### src/rtl/axi4_dram_arbiter.sv
`default_nettype none
// +--------------------------------------------------------------------------+
// | axi4_dram_arbiter: round-robin arbiter granting whole AXI4 bursts from   |
// | two masters onto one DRAM controller slave port.            Rev 1.0      |
// +--------------------------------------------------------------------------+
module axi4_dram_arbiter #(
   parameter int AXI4_ID_WIDTH = 4,
   parameter int ADDR_WIDTH    = 32,
   parameter int DATA_WIDTH    = 32
) (
   input  logic                     clk,
   input  logic                     rst_n,
   input  logic [AXI4_ID_WIDTH-1:0] i_s0_awid,   input  logic [ADDR_WIDTH-1:0]   i_s0_awaddr,
   input  logic [7:0]               i_s0_awlen,  input  logic [2:0]              i_s0_awsize,
   input  logic [1:0]               i_s0_awburst, input logic                    i_s0_awvalid,
   output logic                     o_s0_awready,
   input  logic [DATA_WIDTH-1:0]    i_s0_wdata,  input  logic [DATA_WIDTH/8-1:0] i_s0_wstrb,
   input  logic                     i_s0_wlast,  input  logic                    i_s0_wvalid,
   output logic                     o_s0_wready,
   output logic [AXI4_ID_WIDTH-1:0] o_s0_bid,    output logic [1:0]              o_s0_bresp,
   output logic                     o_s0_bvalid, input  logic                    i_s0_bready,
   input  logic [AXI4_ID_WIDTH-1:0] i_s0_arid,   input  logic [ADDR_WIDTH-1:0]   i_s0_araddr,
   input  logic [7:0]               i_s0_arlen,  input  logic [2:0]              i_s0_arsize,
   input  logic [1:0]               i_s0_arburst, input logic                    i_s0_arvalid,
   output logic                     o_s0_arready,
   output logic [AXI4_ID_WIDTH-1:0] o_s0_rid,    output logic [DATA_WIDTH-1:0]   o_s0_rdata,
   output logic [1:0]               o_s0_rresp,  output logic                    o_s0_rlast,
   output logic                     o_s0_rvalid, input  logic                    i_s0_rready,
   input  logic [AXI4_ID_WIDTH-1:0] i_s1_awid,   input  logic [ADDR_WIDTH-1:0]   i_s1_awaddr,
   input  logic [7:0]               i_s1_awlen,  input  logic [2:0]              i_s1_awsize,
   input  logic [1:0]               i_s1_awburst, input logic                    i_s1_awvalid,
   output logic                     o_s1_awready,
   input  logic [DATA_WIDTH-1:0]    i_s1_wdata,  input  logic [DATA_WIDTH/8-1:0] i_s1_wstrb,
   input  logic                     i_s1_wlast,  input  logic                    i_s1_wvalid,
   output logic                     o_s1_wready,
   output logic [AXI4_ID_WIDTH-1:0] o_s1_bid,    output logic [1:0]              o_s1_bresp,
   output logic                     o_s1_bvalid, input  logic                    i_s1_bready,
   input  logic [AXI4_ID_WIDTH-1:0] i_s1_arid,   input  logic [ADDR_WIDTH-1:0]   i_s1_araddr,
   input  logic [7:0]               i_s1_arlen,  input  logic [2:0]              i_s1_arsize,
   input  logic [1:0]               i_s1_arburst, input logic                    i_s1_arvalid,
   output logic                     o_s1_arready,
   output logic [AXI4_ID_WIDTH-1:0] o_s1_rid,    output logic [DATA_WIDTH-1:0]   o_s1_rdata,
   output logic [1:0]               o_s1_rresp,  output logic                    o_s1_rlast,
   output logic                     o_s1_rvalid, input  logic                    i_s1_rready,
   output logic [AXI4_ID_WIDTH-1:0] o_m_awid,    output logic [ADDR_WIDTH-1:0]   o_m_awaddr,
   output logic [7:0]               o_m_awlen,   output logic [2:0]              o_m_awsize,
   output logic [1:0]               o_m_awburst, output logic                    o_m_awvalid,
   input  logic                     i_m_awready,
   output logic [DATA_WIDTH-1:0]    o_m_wdata,   output logic [DATA_WIDTH/8-1:0] o_m_wstrb,
   output logic                     o_m_wlast,   output logic                    o_m_wvalid,
   input  logic                     i_m_wready,
   input  logic [AXI4_ID_WIDTH-1:0] i_m_bid,     input  logic [1:0]              i_m_bresp,
   input  logic                     i_m_bvalid,  output logic                    o_m_bready,
   output logic [AXI4_ID_WIDTH-1:0] o_m_arid,    output logic [ADDR_WIDTH-1:0]   o_m_araddr,
   output logic [7:0]               o_m_arlen,   output logic [2:0]              o_m_arsize,
   output logic [1:0]               o_m_arburst, output logic                    o_m_arvalid,
   input  logic                     i_m_arready,
   input  logic [AXI4_ID_WIDTH-1:0] i_m_rid,     input  logic [DATA_WIDTH-1:0]   i_m_rdata,
   input  logic [1:0]               i_m_rresp,   input  logic                    i_m_rlast,
   input  logic                     i_m_rvalid,  output logic                    o_m_rready
);

   typedef enum logic [2:0] {
      IDLE   = 3'd0,
      W_ADDR = 3'd1,
      W_DATA = 3'd2,
      W_RESP = 3'd3,
      R_ADDR = 3'd4,
      R_DATA = 3'd5
   } state_t;

   state_t r_state, w_state_nxt;
   logic   r_gnt, w_gnt_nxt, r_rr_last, w_rr_nxt, w_pick;
   logic   w_req0, w_req1;

   assign w_req0 = i_s0_awvalid | i_s0_arvalid;
   assign w_req1 = i_s1_awvalid | i_s1_arvalid;

   always_ff @(posedge clk or negedge rst_n) begin
      if (!rst_n) begin
         r_state   <= IDLE;
         r_gnt     <= 1'b0;
         r_rr_last <= 1'b1;
      end else begin
         r_state   <= w_state_nxt;
         r_gnt     <= w_gnt_nxt;
         r_rr_last <= w_rr_nxt;
      end
   end

   // Every forwarded signal is zero unless its channel is the active phase.
   always_comb begin
      w_state_nxt = r_state;   w_gnt_nxt = r_gnt;   w_rr_nxt = r_rr_last;   w_pick = 1'b0;
      o_m_awid = '0;  o_m_awaddr = '0;  o_m_awlen = '0;  o_m_awsize = '0;  o_m_awburst = '0;
      o_m_awvalid = 1'b0;  o_m_wdata = '0;  o_m_wstrb = '0;  o_m_wlast = 1'b0;  o_m_wvalid = 1'b0;
      o_m_bready = 1'b0;  o_m_arid = '0;  o_m_araddr = '0;  o_m_arlen = '0;  o_m_arsize = '0;
      o_m_arburst = '0;  o_m_arvalid = 1'b0;  o_m_rready = 1'b0;
      o_s0_awready = 1'b0;  o_s0_wready = 1'b0;  o_s0_bid = '0;  o_s0_bresp = '0;  o_s0_bvalid = 1'b0;
      o_s0_arready = 1'b0;  o_s0_rid = '0;  o_s0_rdata = '0;  o_s0_rresp = '0;  o_s0_rlast = 1'b0;
      o_s0_rvalid = 1'b0;
      o_s1_awready = 1'b0;  o_s1_wready = 1'b0;  o_s1_bid = '0;  o_s1_bresp = '0;  o_s1_bvalid = 1'b0;
      o_s1_arready = 1'b0;  o_s1_rid = '0;  o_s1_rdata = '0;  o_s1_rresp = '0;  o_s1_rlast = 1'b0;
      o_s1_rvalid = 1'b0;
      case (r_state)
         IDLE: begin
            if (w_req0 || w_req1) begin
               w_pick      = (w_req0 && w_req1) ? ~r_rr_last : w_req1;
               w_gnt_nxt   = w_pick;
               w_rr_nxt    = w_pick;
               w_state_nxt = (w_pick ? i_s1_awvalid : i_s0_awvalid) ? W_ADDR : R_ADDR;
            end
         end
         W_ADDR: begin
            o_m_awid     = r_gnt ? i_s1_awid    : i_s0_awid;
            o_m_awaddr   = r_gnt ? i_s1_awaddr  : i_s0_awaddr;
            o_m_awlen    = r_gnt ? i_s1_awlen   : i_s0_awlen;
            o_m_awsize   = r_gnt ? i_s1_awsize  : i_s0_awsize;
            o_m_awburst  = r_gnt ? i_s1_awburst : i_s0_awburst;
            o_m_awvalid  = r_gnt ? i_s1_awvalid : i_s0_awvalid;
            o_s0_awready = ~r_gnt & i_m_awready;
            o_s1_awready =  r_gnt & i_m_awready;
            if (o_m_awvalid && i_m_awready) w_state_nxt = W_DATA;
         end
         W_DATA: begin
            o_m_wdata   = r_gnt ? i_s1_wdata  : i_s0_wdata;
            o_m_wstrb   = r_gnt ? i_s1_wstrb  : i_s0_wstrb;
            o_m_wlast   = r_gnt ? i_s1_wlast  : i_s0_wlast;
            o_m_wvalid  = r_gnt ? i_s1_wvalid : i_s0_wvalid;
            o_s0_wready = ~r_gnt & i_m_wready;
            o_s1_wready =  r_gnt & i_m_wready;
            // Burst end is taken from WLAST alone; beats are not counted.
            if (o_m_wvalid && i_m_wready && o_m_wlast) w_state_nxt = W_RESP;
         end
         W_RESP: begin
            if (r_gnt) begin
               o_s1_bid = i_m_bid;  o_s1_bresp = i_m_bresp;  o_s1_bvalid = i_m_bvalid;
               o_m_bready = i_s1_bready;
            end else begin
               o_s0_bid = i_m_bid;  o_s0_bresp = i_m_bresp;  o_s0_bvalid = i_m_bvalid;
               o_m_bready = i_s0_bready;
            end
            if (i_m_bvalid && o_m_bready) w_state_nxt = IDLE;
         end
         R_ADDR: begin
            o_m_arid     = r_gnt ? i_s1_arid    : i_s0_arid;
            o_m_araddr   = r_gnt ? i_s1_araddr  : i_s0_araddr;
            o_m_arlen    = r_gnt ? i_s1_arlen   : i_s0_arlen;
            o_m_arsize   = r_gnt ? i_s1_arsize  : i_s0_arsize;
            o_m_arburst  = r_gnt ? i_s1_arburst : i_s0_arburst;
            o_m_arvalid  = r_gnt ? i_s1_arvalid : i_s0_arvalid;
            o_s0_arready = ~r_gnt & i_m_arready;
            o_s1_arready =  r_gnt & i_m_arready;
            if (o_m_arvalid && i_m_arready) w_state_nxt = R_DATA;
         end
         R_DATA: begin
            if (r_gnt) begin
               o_s1_rid = i_m_rid;  o_s1_rdata = i_m_rdata;  o_s1_rresp = i_m_rresp;
               o_s1_rlast = i_m_rlast;  o_s1_rvalid = i_m_rvalid;  o_m_rready = i_s1_rready;
            end else begin
               o_s0_rid = i_m_rid;  o_s0_rdata = i_m_rdata;  o_s0_rresp = i_m_rresp;
               o_s0_rlast = i_m_rlast;  o_s0_rvalid = i_m_rvalid;  o_m_rready = i_s0_rready;
            end
            if (i_m_rvalid && o_m_rready && i_m_rlast) w_state_nxt = IDLE;
         end
         default: w_state_nxt = IDLE;
      endcase
   end

endmodule
`default_nettype wire
### config.mk
export PLATFORM = sky130hd
export DESIGN_NAME = axi4_dram_arbiter
export DESIGN_NICKNAME = d
export VERILOG_FILES = /design/src/rtl/axi4_dram_arbiter.sv
export SDC_FILE = /design/constraint.sdc
export NUM_CORES = 1
export LEC_CHECK = 0
export BUFFER_PORTS_ARGS = -buffer_cell sky130_fd_sc_hd__buf_2
export CAP_MARGIN = 40
export CORE_AREA = 2 2 223 225
export CTS_CLUSTER_SIZE = 16
export DETAILED_ROUTE_END_ITERATION = 16
export DIE_AREA = 0 0 225 227
export PLACE_DENSITY_LB_ADDON = 0.2
export SYNTH_ARGS = -nofsm -noshare
export SYNTH_HDL_FRONTEND = slang
export SYNTH_SLANG_ARGS = --single-unit
export TNS_END_PERCENT = 50
### constraint.sdc
create_clock -name clk -period 2.4 [get_ports clk]
set_clock_uncertainty 0.1 [all_clocks]
set_input_delay 0.36 -clock clk [delete_from_list [all_inputs] [get_ports clk]]
set_output_delay 0.36 -clock clk [all_outputs]
set_load 0.01 [all_outputs]
# Word-level counts from Yosys, hierarchy flattened
# Cells that the tools add are included.
dict set report word_totals {
  register_bits 5
  elab_cells 122
  input_bits 332
}
dict set report classes {
  n_reduce_logical 12
  muxes 86
  n_eq_ne 11
  bitwise_logic 10
}
# operator count
set ops {}
lappend ops {{$mux 32} 10}
lappend ops {{$mux 4} 14}
lappend ops {{$mux 1} 34}
lappend ops {{$mux 3} 11}
lappend ops {{$mux 8} 4}
lappend ops {{$mux 2} 12}
lappend ops {{$pmux 3 s6} 1}
lappend ops {{$ne 2x2->1 const B} 6}
lappend ops {{$logic_and 1x1->1} 8}
lappend ops {{$and 1x1->1} 6}
lappend ops {{$eq 3x2->1 const B} 2}
lappend ops {{$eq 3x3->1 const B} 2}
lappend ops {{$reduce_and 6->1} 1}
lappend ops {{$eq 3x1->1 const B} 1}
lappend ops {{$logic_not 3->1} 1}
lappend ops {{$not 1->1} 2}
lappend ops {{$or 1x1->1} 2}
lappend ops {{$reduce_and 2->1} 1}
lappend ops {{$logic_or 1x1->1} 1}

# Depth between registers and ports, before layout
# Gate-level depths: netlist of run 1.
dict set report logic_depth {
  depth_word 7
  mapped_depth 7
  ltp_nobuf 5
}

# Worst setup path before layout of run 1
# Ideal clock, no wire load.
dict set report synth_path {
  path_kind {register to register}
  startpoint {register r_gnt}
  endpoint {register r_state[0]}
  n_path_buf 1
  arrival_time_ps 1643
  stages_incl_launch_ff 7
  synth_period_minus_slack_ps 1871
  required_ps 2173
  path_slack_ps 529
  cell_sequence {dfrtp_1 > buf_6 > mux2_4 > and3_1 > o31a_1 > o21ai_2 > mux2_1}
}
dict set report synth_via {
  elab_chain_len 6
}
# element line_no
set synth_rtl {}
lappend synth_rtl {{start, declared} 73} ;# logic r_gnt, w_gnt_nxt, r_rr_last, w_rr_nxt, w_pick;
lappend synth_rtl {{start signal, assigned} 86} ;# r_gnt <= w_gnt_nxt;
lappend synth_rtl {{$mux 1} 156} ;# if (r_gnt) begin
lappend synth_rtl {{$mux 1} 104} ;# case (r_state)
lappend synth_rtl {{$logic_and 1x1->1 (2 in a row)} 163} ;# if (i_m_rvalid && o_m_rready && i_m_rlast) w_state_nxt = IDLE;
lappend synth_rtl {{$ne 2x2->1 (no source line)} -}
lappend synth_rtl {{$reduce_and 6->1 (no source line) *} -}
lappend synth_rtl {{end signal, assigned} 85} ;# r_state <= w_state_nxt;
lappend synth_rtl {{end, declared} 72} ;# state_t r_state, w_state_nxt;
# Mark *: on every way between the ends. The rest lies on a longest branch, timed or not. The select of a mux whose other input is x is not followed.
# A chain may end at the register's enable or synchronous reset.

# Worst setup path in the final report of run 1
dict set report layout_path {
  startpoint {register r_gnt}
  endpoint {output o_m_araddr[21]}
}
dict set report layout_via {
  elab_chain_len 2
}
# element line_no
set layout_rtl {}
lappend layout_rtl {{$mux 32} 146} ;# o_m_araddr = r_gnt ? i_s1_araddr : i_s0_araddr;
lappend layout_rtl {{$mux 32} 104}
lappend layout_rtl {{end, declared} 54} ;# output logic [AXI4_ID_WIDTH-1:0] o_m_arid, output logic [ADDR_WIDTH-1:0] o_m_araddr,
# No other way between the ends.

==> reports/metrics.csv, run 1 <==
stage,metric,value,unit
timing,final hold violations,0,
route,wire length per cell,13.7,µm
cts,CTS Buf Count,3,
timing,# setup viols final,0,
setup_path,Worst setup SP type,flop,
setup_path,"slowest stage delay, CP",0.55,ns
global_route,total gr overflow,0,
die,area of the core,48500,µm²
die,Die Wd,225,µm
synthesis,Post-synth EDFFs,0,
final_layout,utilization after layout,14.3,%
setup_path,CP most frequent cell,buf_12,
timing,RSZ-0062 raised after global routing,no,
timing,Min Hold Slack,0.403,ns
synthesis,ys async rst share,100,%
global_route,antenna violations before repair,6,
die,Ports,572,
synthesis,YS warnings,0,
cts,Skew-Pair Late Insertion Delay,0.23,ns
placed_design,Cell Count Post-Placement,1642,
cts,H-tree depth,1,
route,Vias/cell,3.24,
hold_path,Hold Path Class,primary input to asynchronous set/reset pin,
setup_path,CP Buf/Inv Count,3,
placed_design,area post-placement,6840,µm²
global_route,Tot GR Track Use,7.71,%
timing,Worst Max-Slew Pin Slew,0.412,ns
route,Initial DRC Count,92,
synthesis,sequential share of the synthesized area,4.02,%
synthesis,Synth Register Bits,5,
die,Starting Density,6.47,%
timing,Final WS setup,0.0820,ns
cts,CTS sink count,5,
cts,Post-CTS Setup Bufs,0,
timing,fin crit period,2.32,ns
synthesis,ys flop type,dfrtp_1,
power_and_ir_drop,VDD IR max,0.359,mV
route,routed vias,5354,
setup_path,cell breakdown of the critical path,"buf_12, buf_12, mux2i_1, nor2_1, buf_2",
timing,FMAX,0.431,GHz
final_layout,fin area,6940,µm²
die,floorplan row count,81,
placed_design,Post-Place Worst Slack,0.204,ns
timing,fin crit share,96.6,%
setup_path,"delay-heaviest family, CP",buffers and inverters,
cts,CTS Buffer Depth,2,
route,Final ANT Viol Nets,0,
die,Chip Height,227,µm
cts,clk slew on worst S/H paths,0.03,ns
synthesis,syn avg cell area,6.66,µm²
outcome,status,finished clean,
final_layout,fin cells,1650,
final_layout,most frequent cells in the layout,"buf_2 (571), nor2_1 (149), mux2i_1 (139), and2_1 (94), buf_4 (12)",
die,area of the die,51100,µm²
run,max cap viols,0,
synthesis,Mapped Cells,472,
setup_path,Worst Path Required,1.94,ns
final_layout,NumNets Final,1358,
timing,total negative setup slack,0,ns
timing,Pins Over Slew Limit,0,
synthesis,Syn Nets,804,
power_and_ir_drop,total power draw,5.08,mW
global_route,vias in the first global route,4996,
synthesis,Synth Cell Area,3140,µm²
cts,CTS tree,built,
power_and_ir_drop,Cell Pwr Density,732,nW/µm²
setup_path,crit end category,output pin,
setup_path,Worst Setup Path Type,flop to output pin,
final_layout,layout cells sized above 1,58.9,%
placed_design,dpl hpwl,20.0,mm
route,1st-pass router iterations,4,
setup_path,Critical Path Slowest Stage Cell,dfrtp_4,
route,DRC errors left,0,
timing,Slew HR,71.7,%
setup_path,crit path DAT,1.86,ns
setup_path,worst-path fanout max,33,
final_layout,"most common cell after layout, fill and taps aside",buf_2,
route,final wirelength,22.7,mm
placed_design,port bufs,571,
synthesis,Yosys cell types,33,
final_layout,number of fill cells,5627,
placed_design,RePlAce Congestion,0.801,
final_layout,Synth-to-Final Area Change,121,%
global_route,global-route wire length before repair,29.4,mm
cts,Root Driver,clkbuf_16,
power_and_ir_drop,P_leak,4.35,nW
global_route,largest net degree at the start of global routing,52,
-- power breakdown --
part / total (mW) / switching (mW) / internal, mW
Combinational: 4.59 / 2.48 / 2.11
Sequential: 0.212 / 0.0806 / 0.131
Clock: 0.276 / 0.0562 / 0.220
Total: 5.08 / 2.61 / 2.46
-- state kept, by name, summed over array words and instances, names as in the netlist --
register and cells:
r_state 3, r_rr_last 1, r_gnt 1
-- final cells by class --
type                            count  area (µm²)  area share (%)
Multi-Input combinational cell    421        2830            40.8
Tap cell                          622         778            11.2
Inverter                            4        15.0           0.216
Antenna cell                        3        7.51           0.108
Timing Repair Buffer              591        3100            44.6
Sequential cell                     5         130            1.87
Clock buffer                        4        78.8            1.14
-- worst paths after layout --
kind                                         from                     end  slack (ns)  depth (start not counted)
max                             r_gnt$_DFFE_PN0P_          o_m_araddr[21]        0.08                          5
min                                         rst_n  r_state[2]$_DFFE_PN0P_        0.40                          2
max reg2reg                     r_gnt$_DFFE_PN0P_  r_state[0]$_DFFE_PN0P_        0.34                          5
min reg2reg                r_state[2]$_DFFE_PN0P_  r_state[1]$_DFFE_PN0P_        0.48                          1
max in group asynchronous                   rst_n   r_rr_last$_DFFE_PN1P_        1.57                          2
min in group clk                     i_s1_awvalid       r_gnt$_DFFE_PN0P_        0.45                          4
-- per-layer routing --
layer	track usage (%)	share of wire, %	wire length, µm
met5	0	0.18	41
met4	1.28	1.2	270
met3	2.45	9.9	2240
met2	15.6	53	12000
met1	7.66	36	8090
-- logic make-up after synthesis --
logic type | share of synthesized area [%]
AOI/OAI and AO/OA | 2.91
buffers and inverters | 6.33
DFF | 4.02
muxes | 45.5
and+or+nand+nor | 41.3
-- cells in the mapped netlist, drive strengths merged, types with 2 or more instances --
cell type,n,share of area [%]
mux2i,139,44
clkbuf,21,2.5
nor2,149,18
nand2,5,0.60
inv,4,0.48
a21oi,2,0.32
and3,4,0.80
buf,21,3.3
dfrtp,4,3.2
mux2,3,1.2
o21ai,2,0.44
nor3b,5,1.2
nor4,2,0.40
and2,94,19
nand3,3,0.48
and4,3,0.84
-- repair_timing --
item / CTS / global route
hold buffers: 1 / 0
endpoints found under the setup margin: 0 / 1
gates resized for setup: 0 / 1
endpoints found under the hold margin: 4 / 0
(Power assumes the default switching activity.)
==> run 2, diff against run 1 <==
--- a/config.mk
+++ b/config.mk
@@ -5,12 +5,13 @@
 export SDC_FILE = /design/constraint.sdc
 export NUM_CORES = 1
 export LEC_CHECK = 0
+export ABC_AREA = 1
 export BUFFER_PORTS_ARGS = -buffer_cell sky130_fd_sc_hd__buf_2
 export CAP_MARGIN = 40
-export CORE_AREA = 2 2 223 225
+export CORE_AREA = 2 2 220 222
 export CTS_CLUSTER_SIZE = 16
 export DETAILED_ROUTE_END_ITERATION = 16
-export DIE_AREA = 0 0 225 227
+export DIE_AREA = 0 0 222 224
 export PLACE_DENSITY_LB_ADDON = 0.2
 export SYNTH_ARGS = -nofsm -noshare
 export SYNTH_HDL_FRONTEND = slang
==> run 2 against run 1 <==
  * Global-route usage grew 2.1 points
  * First-iteration DRC count grew 140%
  * Die area fell by 2.6%
  * Register-to-register slack improved by 0.09 ns
  * Highest routed layer unchanged
==> reports/metrics.csv, run 2 <==
stage,metric,value,unit,change
final_layout,number of fill cells,5658,,+0.55%
die,area of the core,47300,µm²,-2.5%
timing,RSZ-0062 raised after global routing,no,,
final_layout,utilization after layout,14.6,%,+0.28 points
power_and_ir_drop,Cell Pwr Density,744,nW/µm²,+1.7%
cts,H-tree depth,1,,unchanged
die,floorplan row count,80,,-1.2%
global_route,global-route wire length before repair,37.5,mm,+28%
final_layout,layout cells sized above 1,48.7,%,-10 points
synthesis,syn avg cell area,4.28,µm²,-36%
die,Chip Height,224,µm,-1.3%
placed_design,port bufs,571,,unchanged
run,max cap viols,0,,unchanged
synthesis,YS warnings,0,,unchanged
setup_path,Worst Path Required,1.94,ns,about the same
setup_path,crit path DAT,1.81,ns,-0.05 ns
timing,fin crit period,2.27,ns,-0.0482 ns
cts,CTS Buffer Depth,2,,unchanged
route,1st-pass router iterations,6,,+2
final_layout,multi-input logic area,2440,µm²,-14%
die,area of the die,49700,µm²,-2.6%
power_and_ir_drop,Reg power frac,4.6,%,+0.4 points
placed_design,RePlAce Congestion,0.859,,+7.2%
power_and_ir_drop,NetSw,3.09,mW,+18%
placed_design,dpl hpwl,22.9,mm,+14%
timing,Slew HR,59.2,%,-13 points
global_route,Tot GR Track Use,9.77,%,+2.1 points
final_layout,NumNets Final,1602,,+18%
timing,# setup viols final,0,,unchanged
synthesis,Synth top cells by count,"nand2_1 (324), a21oi_1 (140), nor2_1 (104), inv_1 (61), buf_2 (32)",,
cts,CTS tree,built,,
timing,final hold violations,0,,unchanged
synthesis,post-synthesis mux area share,0,%,-45 points
final_layout,FF/Latch Area,130,µm²,unchanged
timing,Worst Max-Slew Pin Slew,0.612,ns,+0.200 ns
synthesis,Synth Area in Compound Gates,23.5,%,+21 points
setup_path,crit end category,output pin,,
route,Initial DRC Count,221,,+140%
die,Die Wd,222,µm,-1.3%
power_and_ir_drop,Int Pwr,2.04,mW,-17%
final_layout,"most common cell after layout, fill and taps aside",buf_2,,
synthesis,post-synthesis adder-cell area fraction,0,%,unchanged
synthesis,Mapped Cells,716,,+52%
final_layout,Top reg by flops,r_state,,
synthesis,cell taking the most area after synthesis,nand2_1,,
synthesis,Synth Register Bits,5,,unchanged
die,Ports,572,,unchanged
power_and_ir_drop,P_leak,4.45,nW,+2.3%
synthesis,Synth Cell Area,3070,µm²,-2.4%
timing,FMAX,0.441,GHz,+2.1%
route,routed vias,6523,,+22%
power_and_ir_drop,Switching Share,60.3,%,+8.8 points
synthesis,ys flop type,dfrtp_1,,
timing,Pins Over Slew Limit,0,,unchanged
setup_path,Worst Setup Path Type,flop to output pin,,
synthesis,"count leader, synth",nand2_1,,
synthesis,post-synth top area share,39.7,%,-4.6 points
timing,total negative setup slack,0,ns,unchanged
synthesis,Syn Nets,1048,,+30%
synthesis,Yosys cell types,19,,-42%
synthesis,Post-Synth Simple-Gate Area,55.9,%,+15 points
final_layout,fin cells,1888,,+14%
global_route,antenna violations before repair,8,,+2
cts,Root Driver,clkbuf_16,,
synthesis,sequential share of the synthesized area,4.12,%,+0.098 points
timing,fin crit share,94.6,%,-2.0 points
route,final wirelength,26.6,mm,+17%
global_route,total gr overflow,0,,unchanged
final_layout,max reg flops,3,,unchanged
synthesis,xor/xnor share of the synthesized area,0,%,unchanged
synthesis,Area contributors post-synth,"nand2_1 (40%), a21oi_1 (23%), nor2_1 (13%)",,
global_route,largest net degree at the start of global routing,58,,+12%
route,DRC errors left,0,,unchanged
power_and_ir_drop,part of the power in the clock network,5.2,%,-0.2 points
route,Final ANT Viol Nets,0,,unchanged
die,Starting Density,6.48,%,about the same
final_layout,most frequent cells in the layout,"buf_2 (571), nand2_1 (324), a21oi_1 (140), nor2_1 (103), inv_1 (60)",,
synthesis,Post-synth EDFFs,0,,unchanged
power_and_ir_drop,Comb pwr share,90.2,%,-0.2 points
cts,CTS sink count,5,,unchanged
timing,Min Hold Slack,0.373,ns,-0.0305 ns
final_layout,Synth-to-Final Area Change,125,%,
global_route,vias in the first global route,6234,,+25%
placed_design,Cell Count Post-Placement,1877,,+14%
setup_path,Worst setup SP type,flop,,
setup_path,worst-path fanout max,54,,+64%
synthesis,main combinational cell family by area after synthesis,simple AND/OR/NAND/NOR gates,,
synthesis,ys async rst share,100,%,unchanged
hold_path,Hold Path Class,flop to flop,,
outcome,status,finished clean,,
route,wire length per cell,14.1,µm,+2.6%
power_and_ir_drop,VDD IR max,0.327,mV,-9.0%
cts,clk slew on worst S/H paths,0.03,ns,about the same
cts,CTS Buf Count,3,,unchanged
route,Vias/cell,3.45,,+6.5%
final_layout,top flop regs,"r_state x3, r_gnt x1, r_rr_last x1",,
cts,Skew-Pair Late Insertion Delay,0.22,ns,about the same
-- run 2: changes by cell type after synthesis, sizes merged, moves of 5 or more --
cell,delta
nand2,+319
mux2i,-139
a21oi,+138
and2,-93
inv,+63
nor2,-45
buf,+18
nor3,+8
clkbuf,-6
nand3,+5
nor3b,-5
-- run 2: critical path: stages, from the launching register on --
cell and delay (ns):
dfrtp_4 0.59, inv_6 0.17, buf_16 0.23, buf_12 0.18, nand2_1 0.05, a21oi_1 0.12, buf_2 0.19
-- run 2: what timing repair did --
action,in CTS,in global routing
setup endpoints to repair,1,60
gates resized for setup,1,7
endpoints found under the hold margin,4,0
hold buffers,1,0
pin swaps,0,0
buffers inserted,0,2
-- run 2: area by class of cell --
type                       count  share of cell area [%]
clock buffer                   4                    1.14
multi-input combinational    590                    35.3
inverter                      67                    3.75
antenna                        4                   0.145
tap                          615                    11.2
sequential                     5                    1.89
timing repair buffer         603                    46.6
-- run 2: path summary, 6_finish.rpt --
path	endpoint	slack, ns	cells past startpoint	startpoint
setup / recovery	o_m_awaddr[31]	0.13	6	r_gnt$_DFFE_PN0P_
hold / removal	r_rr_last$_DFFE_PN1P_	0.37	2	r_rr_last$_DFFE_PN1P_
setup reg to reg	r_state[1]$_DFFE_PN0P_	0.43	11	r_gnt$_DFFE_PN0P_
hold reg to reg	r_rr_last$_DFFE_PN1P_	0.37	2	r_rr_last$_DFFE_PN1P_
max in group asynchronous	r_rr_last$_DFFE_PN1P_	1.59	2	rst_n
min in group asynchronous	r_state[2]$_DFFE_PN0P_	0.39	2	rst_n
-- run 2: kinds of logic (layout without fill, tap and decap cells) --
family / Yosys count / count (layout)
AO/OA/AOI/OAI: 144 / 144
buffers and inverters: 121 / 674
flip-flops: 5 / 5
other: 0 / 4
AND/OR/NAND/NOR: 446 / 446
-- run 2: through the flow --
step	instance area [µm²]	power, mW	worst slack, ns
floorplan	3070	2.77	0.691
global placement	6750	4.92	0.224
detailed placement	6750	4.89	0.245
CTS	6840	5.18	0.00807
global route	6900	5.73	0.00297
finish	6900	5.13	0.130
-- run 2: routing by layer --
| metal | vias up | track usage, % | part of all wire (%) |
|---|---|---|---|
| met2 | 312 | 18.8 | 52 |
| li1 | 3304 | - | - |
| met1 | 2877 | 11.1 | 39 |
| met4 | 8 | 2.05 | 1.8 |
| met5 | - | 0 | 0.18 |
| met3 | 22 | 1.86 | 6.7 |
-- run 2: power groups by stage --
stage | registers, mW | clock network [mW] | logic, mW
after global placement | 0.237 | 0 | 4.69
final | 0.234 | 0.269 | 4.63
after detailed placement | 0.237 | 0 | 4.65
after global routing | 0.247 | 0.282 | 5.20
after CTS | 0.237 | 0.275 | 4.67
after floorplan | 0.171 | 0 | 2.60
